==> config.mk <==
export PLATFORM = sky130hd
export DESIGN_NAME = rr_mux8_sched_flat
export DESIGN_NICKNAME = d
export VERILOG_FILES = /design/src/rtl/rr_mux8_sched_if.sv /design/src/rtl/rr_mux8_sched.sv /design/src/flat_wrapper.sv
export SDC_FILE = /design/constraint.sdc
export NUM_CORES = 1
export LEC_CHECK = 0
export CAP_MARGIN = 20
export CORE_MARGIN = 4
export CORE_UTILIZATION = 37
export CTS_BUF_LIST = sky130_fd_sc_hd__clkbuf_4 sky130_fd_sc_hd__clkbuf_8 sky130_fd_sc_hd__clkbuf_16
export DETAILED_ROUTE_END_ITERATION = 6
export DONT_BUFFER_PORTS = 1
export HOLD_SLACK_MARGIN = 0.06
export PLACE_DENSITY = 0.58
export SYNTH_ARGS = -nofsm -noshare
export SYNTH_HDL_FRONTEND = slang
export SYNTH_SLANG_ARGS = --single-unit
==> constraint.sdc <==
create_clock -name clk -period 3.8 [get_ports clk]
set_input_delay 0.76 -clock clk [delete_from_list [all_inputs] [get_ports clk]]
set_output_delay 0.76 -clock clk [all_outputs]
set_load 0.01 [all_outputs]
==> src/rtl/rr_mux8_sched_if.sv <==
// Requester/consumer-side bundle for the round-robin 8:1 mux scheduler.
// master drives requests, data and ready; slave is the scheduler itself.
interface rr_mux8_sched_if;
  logic [7:0] req;
  logic [7:0] din;
  logic       out_ready;
  logic [2:0] sel;
  logic [7:0] gnt;
  logic       y;
  logic       y_valid;
  logic       busy;

  modport master (
    output req, din, out_ready,
    input  sel, gnt, y, y_valid, busy
  );

  modport slave (
    input  req, din, out_ready,
    output sel, gnt, y, y_valid, busy
  );
endinterface

==> src/rtl/rr_mux8_sched.sv <==
// Round-robin scheduler sharing one 8:1 single-bit mux among 8 requesters,
// capping each grant at HOLD_MAX accepted beats with a one-cycle idle bubble between grants.
module rr_mux8_sched #(
  parameter int HOLD_MAX = 4,
  parameter int CNTW     = 4
) (
  input logic             clk,
  input logic             rst_n,
  rr_mux8_sched_if.slave  bus
);

  typedef enum logic {IDLE, SERVE} state_t;

  state_t            state_q;
  logic [2:0]        sel_q;
  logic [2:0]        ptr_q;
  logic [7:0]        gnt_q;
  logic [CNTW-1:0]   cnt_q;

  logic [2:0]        win_d;
  logic [2:0]        cand;
  logic              winHit;
  logic              yValid;

  // Circular search starting just after the last winner; offset 8 wraps back onto ptr itself.
  always_comb begin
    win_d  = '0;
    winHit = 1'b0;
    cand   = '0;
    for (int i = 1; i <= 8; i++) begin
      cand = ptr_q + 3'(i);
      if (!winHit && bus.req[cand]) begin
        win_d  = cand;
        winHit = 1'b1;
      end
    end
  end

  always_ff @(posedge clk or negedge rst_n) begin
    if (!rst_n) begin
      state_q <= IDLE;
      sel_q   <= '0;
      gnt_q   <= '0;
      cnt_q   <= '0;
      ptr_q   <= 3'd7;
    end else begin
      case (state_q)
        IDLE: begin
          if (winHit) begin
            sel_q   <= win_d;
            gnt_q   <= 8'b1 << win_d;
            ptr_q   <= win_d;
            cnt_q   <= '0;
            state_q <= SERVE;
          end
        end
        SERVE: begin
          // Withdrawal releases without counting; sel is kept so the mux stays stable in IDLE.
          if (!bus.req[sel_q]) begin
            state_q <= IDLE;
            gnt_q   <= '0;
            cnt_q   <= '0;
          end else if (bus.out_ready) begin
            if (cnt_q == CNTW'(HOLD_MAX - 1)) begin
              state_q <= IDLE;
              gnt_q   <= '0;
              cnt_q   <= '0;
            end else begin
              cnt_q <= cnt_q + CNTW'(1);
            end
          end
        end
        default: state_q <= IDLE;
      endcase
    end
  end

  assign yValid      = (state_q == SERVE) && bus.req[sel_q];
  assign bus.y_valid = yValid;
  assign bus.y       = yValid & bus.din[sel_q];
  assign bus.sel     = sel_q;
  assign bus.gnt     = gnt_q;
  assign bus.busy    = (state_q == SERVE);

endmodule

==> src/flat_wrapper.sv <==
// flat-port wrapper written by rule: the top's interface ports become plain ports
module rr_mux8_sched_flat 
#(
  parameter int HOLD_MAX = 4,
  parameter int CNTW     = 4
)
  (clk, rst_n, bus_req, bus_din, bus_out_ready, bus_sel, bus_gnt, bus_y, bus_y_valid, bus_busy);
  rr_mux8_sched_if bus_i ();
  input logic clk;
  input logic rst_n;
  input wire logic [$bits(bus_i.req)-1:0] bus_req;
  input wire logic [$bits(bus_i.din)-1:0] bus_din;
  input wire logic [$bits(bus_i.out_ready)-1:0] bus_out_ready;
  output wire logic [$bits(bus_i.sel)-1:0] bus_sel;
  output wire logic [$bits(bus_i.gnt)-1:0] bus_gnt;
  output wire logic [$bits(bus_i.y)-1:0] bus_y;
  output wire logic [$bits(bus_i.y_valid)-1:0] bus_y_valid;
  output wire logic [$bits(bus_i.busy)-1:0] bus_busy;
  assign bus_i.req = bus_req;
  assign bus_i.din = bus_din;
  assign bus_i.out_ready = bus_out_ready;
  assign bus_sel = bus_i.sel;
  assign bus_gnt = bus_i.gnt;
  assign bus_y = bus_i.y;
  assign bus_y_valid = bus_i.y_valid;
  assign bus_busy = bus_i.busy;
  rr_mux8_sched #(.HOLD_MAX(HOLD_MAX), .CNTW(CNTW)) u_core (.clk(clk), .rst_n(rst_n), .bus(bus_i));
endmodule
==> results.tsv <==
metric	value	unit
nets	200	
dr.pass1.iters	4	
syn-num-nets	199	
ys_types	57	
cp_top_family	compound AO/OA/AOI/OAI gates	
required	3940	ps
timing.final.crit_share	92.9	%
dr_total_vias	1501	
syn_area	1880	um^2
start_kind	flop	
gp_congestion	0.874	
clock_skew	4.53	ps
rr_endpoint	u_core.bus.gnt[7]$_DFFE_PN0P_	
cts_resized	0	
clk_path_buf_depth	2	
start_util	39.0	%
setup_viol	0	
fill_cells	500	
cts_tree	done	
io_buffers	0	
final_util	40.9	%
clkTransAtPathRegs	70	ps
worstSetupPathType	flop to flop	
detail-route-antenna-nets	0	
ios	33	
async_flop_share	100	%
routed_wl	4.70	mm
crit_path_top_delay_cell	dfstp_2	
tightest_slew	576	ps
grt_max_degree	20	
drc_errors	0	
dp_slack	207	ps
core	4820	um^2
finalHoldViolCount	0	
grt_pass1_wl	7.92	mm
dp_hpwl	3.65	mm
fin_crit	3530	ps
syn_area_per_cell	10.6	um^2
clock_latency	260	ps
ff2ff_path_depth	10	
slowest_delay	640	ps
cts_buffers	3	
maxCapViolations	0	
synth-edff-count	0	
r2r-start	u_core.ptr_q[0]$_DFFE_PN1P_	
min_path_type	input pin to asynchronous set/reset pin	
antenna_found_initial	0	
status	finished clean	
ys_seq_elements	19	
critPathArrivalTime	3670	ps
crit_fanout	12	
timing.final.ws_setup	269	ps
dieWidth	79.3	um
synth_ff_type	dfrtp_1	
cts_max_level	1	
grt_pass1_vias	1556	
yosysSeqAreaShare	25.5	%
fin_tns_setup	0	ps
fp.dieH	79.3	um
max_freq	0.283	GHz
drt_iter0_drc	101	
post_cts_buffers	0	
viasPerCell	6.15	
root_buffer	clkbuf_8	
rsz0062_at_grt	no	
drive_gt1_share	26.6	%
ff2ff_setup_slack	270	ps
cts_hold_buf	0	
areaGrowthSynthToFinish	4.93	%
cp-end-kind	flop	
die_area	6280	um^2
syn_inst	177	
slew_violations	0	
maxSlewHeadroom	61.3	%
wl_per_cell	19.3	um
track_usage	15.7	%
path_cells	inv_1 -> ha_2 -> mux2i_1 -> mux2_4 -> a221oi_4 -> o21ai_0 -> a21oi_1 -> nor3_1 -> or3_1 -> a32o_1	
cp.buffers_inverters	1	
grt_overflow_total	0	
rows	25	
clock_sinks	19	
n_antenna_cell	0	
yosysWarnings	0	
## worst register-to-register path: cells and delay by family, from the launching register on
family | cells | cell delay [ps]
simple gates | 2 | 550
flops | 1 | 640
buf+inv | 1 | 90
compound gates | 4 | 1130
mux | 2 | 500
fa+ha+maj | 1 | 500
## synthesized netlist by cell type, types with 2 or more instances
master / count / area (um^2)
o31ai_1: 4 / 30.0
mux2i_1: 13 / 130
mux4_2: 9 / 203
nand2b_1: 2 / 12.5
a32o_1: 5 / 50.1
mux4_1: 3 / 78.8
inv_1: 5 / 18.8
a21boi_1: 2 / 15.0
nor2b_1: 3 / 18.8
mux2_4: 2 / 30.0
a21o_1: 2 / 15.0
dfstp_2: 3 / 78.8
nor2_1: 15 / 56.3
or2_2: 2 / 12.5
nand2_1: 11 / 41.3
nand3_1: 5 / 25.0
dfrtp_1: 16 / 400
nor3_2: 2 / 20.0
a21oi_1: 11 / 55.1
buf_6: 3 / 33.8
a221oi_4: 2 / 52.6
ha_1: 3 / 37.5
nor3_1: 5 / 25.0
o21a_1: 2 / 15.0
mux2_2: 4 / 45.0
nor2b_2: 2 / 17.5
o21ai_0: 8 / 40.0
nor3b_1: 4 / 30.0
## area by class of cell
| type | count | area, um^2 | area share (%) |
|---|---|---|---|
| multi-input cells | 146 | 1320 | 66.9 |
| flip-flops and latches | 19 | 479 | 24.3 |
| well taps | 67 | 83.8 | 4.25 |
| clock buffers | 4 | 48.8 | 2.47 |
| repair buffers | 3 | 22.5 | 1.14 |
| inverters | 5 | 18.8 | 0.952 |
## cell families after synthesis
| logic type | count (synthesis) | synth area share, % |
|---|---|---|
| flip-flops | 19 | 25.5 |
| AO/OA/AOI/OAI | 45 | 19.4 |
| adder cells (fa/ha/maj) | 3 | 2.00 |
| AND/OR/NAND/NOR | 63 | 20.1 |
| multiplexers | 31 | 25.9 |
| buffers and inverters | 12 | 4.46 |
| XOR/XNOR | 4 | 2.66 |
## routing by layer
metal,share of wire [%],vias to the layer above,global-route usage [%]
met5,0,-,0
met4,0.62,0,3.09
met3,2.7,4,2.04
met2,54,33,28.0
met1,42,781,20.3
li1,-,683,-
## how the worst max path moves through the flow
stage,end,cells after the start,slack (ps),start
floorplan,u_core.bus.gnt[6]$_DFFE_PN0P_,13,300,u_core.ptr_q[0]$_DFFE_PN1P_
global placement,u_core.bus.gnt[7]$_DFFE_PN0P_,10,270,u_core.ptr_q[0]$_DFFE_PN1P_
detailed placement,u_core.bus.gnt[7]$_DFFE_PN0P_,10,210,u_core.ptr_q[0]$_DFFE_PN1P_
CTS,u_core.bus.gnt[7]$_DFFE_PN0P_,10,190,u_core.ptr_q[0]$_DFFE_PN1P_
global route,u_core.bus.gnt[3]$_DFFE_PN0P_,10,90,u_core.ptr_q[0]$_DFFE_PN1P_
finish,u_core.bus.gnt[7]$_DFFE_PN0P_,10,270,u_core.ptr_q[0]$_DFFE_PN1P_
## registers in the layout, summed over array words and instances, names as in the netlist
register,flops
u_core.cnt_q,4
u_core.bus.busy,1
u_core.bus.gnt,8
u_core.ptr_q,3
u_core.bus.sel,3
## placed cells by master, fill, tap and decap left out, types with 4 or more instances in the layout
master / n
a21oi_1: 11
a32o_1: 5
dfrtp_1: 16
inv_1: 5
mux2_2: 4
mux2i_1: 13
mux4_2: 9
nand2_1: 11
nand3_1: 5
nor2_1: 15
nor3_1: 5
nor3b_1: 4
o21ai_0: 8
o31ai_1: 4
## per-stage QoR
step | hold slack, ps | instance area [um^2] | cells
after detailed placement | 465 | 1920 | 240
after global routing | 173 | 1970 | 244
after floorplan | 464 | 1880 | 177
after global placement | 465 | 1920 | 240
final | 190 | 1970 | 244
after CTS | 184 | 1970 | 244
Power is left out: the tool's default activity adds up to more than one toggle a clock period on the data nets, which glitch-free logic cannot reach.
